===== config.mk =====
export PLATFORM = sky130hd
export DESIGN_NAME = hpdmc_wrseq
export DESIGN_NICKNAME = d
export VERILOG_FILES = /design/src/rtl/hpdmc_wrseq.sv
export SDC_FILE = /design/constraint.sdc
export NUM_CORES = 1
export LEC_CHECK = 0
export ABC_AREA = 0
export CORE_UTILIZATION = 36
export DETAILED_ROUTE_END_ITERATION = 6
export PLACE_DENSITY = 0.76
export SLEW_MARGIN = 20
export SYNTH_ARGS = -nofsm -noshare
export SYNTH_HDL_FRONTEND = slang
export SYNTH_SLANG_ARGS = --single-unit

===== constraint.sdc =====
create_clock -name sys_clk -period 2.85 [get_ports sys_clk]
set_clock_uncertainty 0.15 [all_clocks]
set_input_delay 0.57 -clock sys_clk [delete_from_list [all_inputs] [get_ports sys_clk]]
set_output_delay 0.57 -clock sys_clk [all_outputs]
set_load 0.02 [all_outputs]

===== src/rtl/hpdmc_wrseq.sv =====
`default_nettype none
// ============================================================================
// Module      : hpdmc_wrseq
// Description : HPDMC DDR PHY write-data sequencer. It accepts a write-burst
//               strobe, waits the write latency, then streams burst beats into
//               the D0/D1 inputs of the DQ/DM output-DDR banks. Around the
//               burst it drives the DQ/DQS tristate enables and the DQS toggle,
//               covering preamble and postamble, and it holds off new bursts
//               until write recovery has elapsed.
// Revision    : 1.0 - initial release
// ============================================================================
module hpdmc_wrseq #(
    parameter int DDRBITS     = 32,
    parameter int WR_LAT      = 2,
    parameter int BURST_BEATS = 4,
    parameter int TWR         = 2
) (
    input  logic                     sys_clk,
    input  logic                     sdram_rst,
    input  logic                     write,
    output logic                     ready,
    input  logic                     wdata_valid,
    input  logic [2*DDRBITS-1:0]     wdata,
    input  logic [2*DDRBITS/8-1:0]   wmask,
    output logic                     wdata_ack,
    output logic [DDRBITS-1:0]       d0,
    output logic [DDRBITS-1:0]       d1,
    output logic [DDRBITS/8-1:0]     dm0,
    output logic [DDRBITS/8-1:0]     dm1,
    output logic                     dq_oe,
    output logic                     dqs_oe,
    output logic                     dqs_toggle,
    output logic                     underrun,
    output logic                     wr_done
);

    localparam int c_MB = DDRBITS / 8;

    // Counter reload values; a zero-length phase is skipped, so its reload
    // value is never used and wraps harmlessly.
    localparam logic [7:0] c_LAT_LOAD   = 8'(WR_LAT - 1);
    localparam logic [7:0] c_BURST_LOAD = 8'(BURST_BEATS - 1);
    localparam logic [7:0] c_TWR_LOAD   = 8'(TWR - 1);

    localparam logic [2:0] c_IDLE  = 3'd0;
    localparam logic [2:0] c_LAT   = 3'd1;
    localparam logic [2:0] c_PRE   = 3'd2;
    localparam logic [2:0] c_BURST = 3'd3;
    localparam logic [2:0] c_POST  = 3'd4;
    localparam logic [2:0] c_REC   = 3'd5;

    logic [2:0]           r_state;
    logic [7:0]           r_cnt;
    logic [2:0]           w_state_nxt;
    logic [7:0]           w_cnt_nxt;
    logic                 w_to_idle;

    logic [DDRBITS-1:0]   r_d0;
    logic [DDRBITS-1:0]   r_d1;
    logic [c_MB-1:0]      r_dm0;
    logic [c_MB-1:0]      r_dm1;
    logic                 r_dq_oe;
    logic                 r_dqs_oe;
    logic                 r_dqs_toggle;
    logic                 r_underrun;
    logic                 r_wr_done;

    // Next-state and shared down-counter logic for the burst timeline.
    always_comb begin
        w_state_nxt = r_state;
        w_cnt_nxt   = r_cnt;
        w_to_idle   = 1'b0;
        case (r_state)
            c_IDLE: begin
                if (write) begin
                    if (WR_LAT == 0) begin
                        w_state_nxt = c_PRE;
                    end else begin
                        w_state_nxt = c_LAT;
                        w_cnt_nxt   = c_LAT_LOAD;
                    end
                end
            end
            c_LAT: begin
                if (r_cnt == 8'd0) begin
                    w_state_nxt = c_PRE;
                end else begin
                    w_cnt_nxt = r_cnt - 8'd1;
                end
            end
            c_PRE: begin
                w_state_nxt = c_BURST;
                w_cnt_nxt   = c_BURST_LOAD;
            end
            c_BURST: begin
                // DDR timing cannot stall, so the beat count advances even
                // when the source has no data.
                if (r_cnt == 8'd0) begin
                    w_state_nxt = c_POST;
                end else begin
                    w_cnt_nxt = r_cnt - 8'd1;
                end
            end
            c_POST: begin
                if (TWR == 0) begin
                    w_state_nxt = c_IDLE;
                    w_to_idle   = 1'b1;
                end else begin
                    w_state_nxt = c_REC;
                    w_cnt_nxt   = c_TWR_LOAD;
                end
            end
            c_REC: begin
                if (r_cnt == 8'd0) begin
                    w_state_nxt = c_IDLE;
                    w_to_idle   = 1'b1;
                end else begin
                    w_cnt_nxt = r_cnt - 8'd1;
                end
            end
            default: begin
                w_state_nxt = c_IDLE;
                w_cnt_nxt   = 8'd0;
            end
        endcase
    end

    // State and counter registers; reset abandons any burst in flight.
    always_ff @(posedge sys_clk or posedge sdram_rst) begin
        if (sdram_rst) begin
            r_state <= c_IDLE;
            r_cnt   <= 8'd0;
        end else begin
            r_state <= w_state_nxt;
            r_cnt   <= w_cnt_nxt;
        end
    end

    // PHY-facing outputs, registered from the current state so they line up
    // one cycle behind it with the output-DDR banks.
    always_ff @(posedge sys_clk or posedge sdram_rst) begin
        if (sdram_rst) begin
            r_d0         <= '0;
            r_d1         <= '0;
            r_dm0        <= '0;
            r_dm1        <= '0;
            r_dq_oe      <= 1'b0;
            r_dqs_oe     <= 1'b0;
            r_dqs_toggle <= 1'b0;
            r_underrun   <= 1'b0;
            r_wr_done    <= 1'b0;
        end else begin
            r_dqs_oe     <= (r_state == c_PRE) || (r_state == c_BURST) || (r_state == c_POST);
            r_dq_oe      <= (r_state == c_BURST);
            r_dqs_toggle <= (r_state == c_BURST);
            r_wr_done    <= w_to_idle;
            if (r_state == c_BURST && wdata_valid) begin
                r_d0       <= wdata[DDRBITS-1:0];
                r_d1       <= wdata[2*DDRBITS-1:DDRBITS];
                r_dm0      <= wmask[c_MB-1:0];
                r_dm1      <= wmask[2*c_MB-1:c_MB];
                r_underrun <= 1'b0;
            end else if (r_state == c_BURST) begin
                // No data for this slot: mask the whole beat so memory keeps
                // its old contents.
                r_d0       <= '0;
                r_d1       <= '0;
                r_dm0      <= '1;
                r_dm1      <= '1;
                r_underrun <= 1'b1;
            end else begin
                r_d0       <= '0;
                r_d1       <= '0;
                r_dm0      <= '0;
                r_dm1      <= '0;
                r_underrun <= 1'b0;
            end
        end
    end

    assign ready      = (r_state == c_IDLE);
    assign wdata_ack  = (r_state == c_BURST) && wdata_valid;
    assign d0         = r_d0;
    assign d1         = r_d1;
    assign dm0        = r_dm0;
    assign dm1        = r_dm1;
    assign dq_oe      = r_dq_oe;
    assign dqs_oe     = r_dqs_oe;
    assign dqs_toggle = r_dqs_toggle;
    assign underrun   = r_underrun;
    assign wr_done    = r_wr_done;

endmodule
`default_nettype wire


== Word level (Yosys, flattened, before mapping) ==
Index checks and enable logic that the tools add are counted.
Operators by class
  add/sub/neg operators: 1
  $mul: 0
  divide/modulo/power cells: 0
  order comparisons: 0
  equal/unequal tests: 10
  shifts and indexed selects: 0
  multiplexer cells: 17
  bitwise logic cells: 0
  reductions and logical operators: 8
Operators by type and width (number)
  $mux 32: 2
  $pmux 8 s4: 1
  $pmux 3 s6: 1
  $mux 8: 2
  $mux 3: 4
  $mux 4: 3
  $ne 2x2->1 const B: 5
  $logic_not 8->1: 1
  $sub 8x1->8 const B: 1
  $eq 3x2->1 const B: 2
  $eq 3x3->1 const B: 2
  $mux 1: 4
  $reduce_and 4->1: 1
  $eq 3x1->1 const B: 1
  $logic_not 3->1: 1
  $reduce_or 3->1: 1
  $logic_or 1x1->1: 2
  $reduce_and 2->1: 1
  $logic_and 1x1->1: 1
Storage, ports and cells
  register bits: 87
  latch bits: 0
  memory bits (writable): 0
  ROM bits: 0
  input bits: 76
  output and inout bits: 79
  word-level logic and storage cells: 46
  memories kept: 0

== Logic depth before layout (Yosys ltp) ==
  depth after elaboration: 4
  depth in mapped cells: 7
  mapped depth without buffers: 6

== Worst setup path before layout ==
No wires, ideal clock.
  kind: input -> output
  from: input port wdata_valid
  to: output port wdata_ack
  arrival time: 1.213 ns
  required time: 2.130 ns
  setup slack: 0.917 ns
  cell stages on the path: 3
  buffers on the path: 1
  cell sequence: clkinv_1 nor2_1 clkbuf_1
Between the ends
  word-level cells in the longest chain between the ends: 1
Ends and longest elaborated chain
  from (decl): line 22  | input logic wdata_valid,
  $logic_and 1x1->1: line 182  | assign wdata_ack = (r_state == c_BURST) && wdata_valid;
  to (decl): line 25  | output logic wdata_ack,
Every way passes these cells.

== Worst setup path after layout ==
  from: register r_state[1]
  to: output port wdata_ack
Between the ends
  word-level cells in the longest chain between the ends: 2
Ends and longest elaborated chain
  from (decl): line 52  | logic [2:0] r_state;
  from (signal assigned): line 131  | r_state <= c_IDLE;
  from (signal assigned): line 134  | r_state <= w_state_nxt;
  $eq 3x2->1: line 182
  $logic_and 1x1->1: line 182
Every way passes these cells.

==> results.md <==
* GRT Max-Usage Layer: met2
* Max cap viols at 0
* Post-route DRC at 0
* Max Freq at 371 MHz
* Initial antenna violation count at 0
* CP max stage cell: clkdlybuf4s50_1
* CP startpoint kind: flop
* RSZ-0062 raised after global routing: false
* Crit path buf inv count at 1
* Register bit total from synthesis at 87
* Worst Path Arrival at 1.98 ns
* Clock root buffer master: clkbuf_8
* Vias in the first global route at 2310
* # fillers at 693
* Clock-pin slew on the worst setup and hold paths at 0.08 ns
* Most common cell after layout, fill and taps aside: clkdlybuf4s50_1
* Initial Utilization at 37.2%
* Worst slew pin tran at 0.665 ns
* CP Capture Type: primary output
* Core area at 0.00826 sq mm
* Drt pass-1 iters at 4
* Mux cell area share after synthesis at 0%
* Syn Nets at 309
* Family with the most delay on the worst path: buffers and inverters
* Hold_sp: r_cnt[7]
* IO buf count at 154
* Placer Congestion at 0.778
* Sum Neg Setup Slack at 0 ns
* Dominant synthesized flop cell: dfrtp_1
* Sequential fraction of the synthesis area at 70.8%
* Total GRT Usage at 16.0%
* Worst ir drop on vdd at 0.311 mV
* Simple-Gate Fraction of Synth Area at 18.4%
* Post-DP HPWL at 5.00 mm
* Final #Nets at 469
* Clock latency on the worst-skew pair at 0.34 ns
* Part of the cycle the worst path needs at 94.6%
* Worst R2R Start: r_cnt[0]
* CTS tree: built
* H-tree levels at 3
* Critical Path, Cell by Cell: nor2b_1 > nand2_1 > nor2_4 > clkdlybuf4s50_1
* Gr ovfl total at 0
* Clk buf depth at 2
* Placed insts at 486
* Total CTS buffers at 9
* R2r setup slk at 0.68 ns
* Warning count from the yosys run at 0
* Crit-path max cell delay at 0.63 ns
* Vias per cell at 4.44
* Layout cells sized above 1 at 6.80%
* Clock sinks at 87
* Tightest Hold Check Type: reg2reg
* Most frequent cells in the layout: clkdlybuf4s50_1, dfrtp_1, and2_1, clkbuf_8, o21a_1
* Fin area at 0.00496 sq mm
* EDFF count, synth at 0
* Largest net degree at the start of global routing at 65
* XOR/XNOR share of the synthesized area at 0.570%
* Iter 0 DRT Violations at 71
* Die height at 94.4 um
* Asr flop ratio synth at 100%
* Leak Pwr at 2.25 nW
* Hold depth at 2
* Post-Synth Adder-Cell Area at 0.407%
* # setup viols final at 0
* Post-synthesis cell count at 232
* Min Hold Slack at 0.423 ns
* ANT cells at 0
* Met1 usage at 16.4%
* Routed WL at 6.66 mm
* Worst Setup Path Type: reg2out
* Largest family of logic cells by synthesized area: simple AND/OR/NAND/NOR gates
* GR Layer Usage met2 at 27.3%
* Cts hold-fix bufs at 0
* Post-Syn Area at 0.00307 sq mm
* Post-cts sizing count at 0
* Hold Crit Endpoint: r_cnt[7]
* Compound-Gate Fraction of Synth Area at 7.12%
* Postcts setup bufs at 0
* CP startpoint: r_state[1]
* First-pass GRT wire length at 10.6 mm
* Post-route insts no fill at 502
* Fraction of met3 tracks used by global routing at 8.37%
* Ports at 155
* Worst-path fanout max at 10
* Routed Antenna Nets at 0
* Routed vias at 2227
* Row cnt at 33
* Yosys cell types at 35
* Status: complete, no violations
* Final Max Slew Viols at 0
* Die area at 0.00891 sq mm
* Layout area overhead at 61.5%
* Routed len/inst at 13.3 um
* Worst R2R Path Depth at 6
* Die Wd at 94.4 um
* Final hold violations at 0
* Final worst path period need at 2.70 ns
* Mean Syn Cell Area at 13.3 sq um
* Placed cell areas at 0.00475 sq mm
* Req. time, crit path at 2.13 ns
* Max-slew headroom at 55.6%
* PwrDens at 736 mW/mm^2
* Worst r2r dst: r_cnt[7]
through the flow:
stage | setup WS (ns) | util (%) | total power [mW]
after global placement | 0.206 | 57.5 | 2.76
after global routing | 0.0507 | 60.1 | 3.90
after floorplan | 0.917 | - | 2.30
after detailed placement | 0.199 | 57.5 | 2.80
after CTS | 0.121 | 60.1 | 3.71
final | 0.153 | 60.1 | 3.65
sequential cells by signal, summed over array words and instances (netlist names):
| register | flops |
|---|---|
| d0 | 32 |
| d1 | 32 |
| dm0 | 4 |
| dm1 | 4 |
| dqs_oe | 1 |
| dqs_toggle | 1 |
| r_cnt | 8 |
| r_state | 3 |
| underrun | 1 |
| wr_done | 1 |
area by class of cell:
type	instances	area [sq um]	area share, %
Clock inverter	6	75.1	1.51
Tap cell	105	131	2.65
Multi-Input combinational cell	128	821	16.5
Sequential cell	87	2180	43.9
Inverter	7	30.0	0.605
Clock buffer	10	138	2.77
Timing Repair Buffer	159	1590	32.1
synthesized netlist by cell type (all sizes together) (2+ instances only):
cell / count / area share (%)
clkbuf: 7 / 0.90
dfrtp: 87 / 71
buf: 3 / 0.98
or4: 3 / 0.98
inv: 5 / 0.61
nor2: 8 / 0.98
o21ai: 6 / 0.98
a22o: 3 / 0.85
o31ai: 3 / 0.73
and2: 64 / 13
clkinv: 2 / 0.24
nand2: 7 / 0.85
o21a: 8 / 2.0
nor3: 4 / 0.81
nor4: 2 / 0.61
a21oi: 6 / 0.98
tightest hold or removal path: cells and delay by family (launching register included):
family | cells | cell delay [ns]
flops | 1 | 0.42
compound gates | 1 | 0.06
buf+inv | 1 | 0.06
report_power, final:
part | leakage (nW) | total, mW | internal (mW) | switching, mW
sequential | 1.19 | 1.58 | 1.43 | 0.143
clock | 0.106 | 0.892 | 0.444 | 0.448
combinational | 0.962 | 1.18 | 0.592 | 0.591
worst max-delay path by stage:
stage | endpoint | slack, ns | cells after the start
global placement | wdata_ack | 0.21 | 4
detailed placement | wdata_ack | 0.20 | 4
global route | wdata_ack | 0.05 | 4
CTS | wdata_ack | 0.12 | 4
floorplan | wdata_ack | 0.92 | 3
finish | wdata_ack | 0.15 | 4
layer usage:
layer  routed length, um  vias to the layer above
li1                    -                     1068
met1                2340                     1054
met2                3490                       93
met3                 702                       12
met4                 130                        0
met5                   0                        -
logic make-up (layout without fill, tap and decap cells):
family          Yosys count  after routing
simple gates             93             93
flops                    87             87
compound gates           32             32
buf+inv                  17            182
xor+xnor                  2              2
fa+ha+maj                 1              1
(Power assumes the default switching activity.)
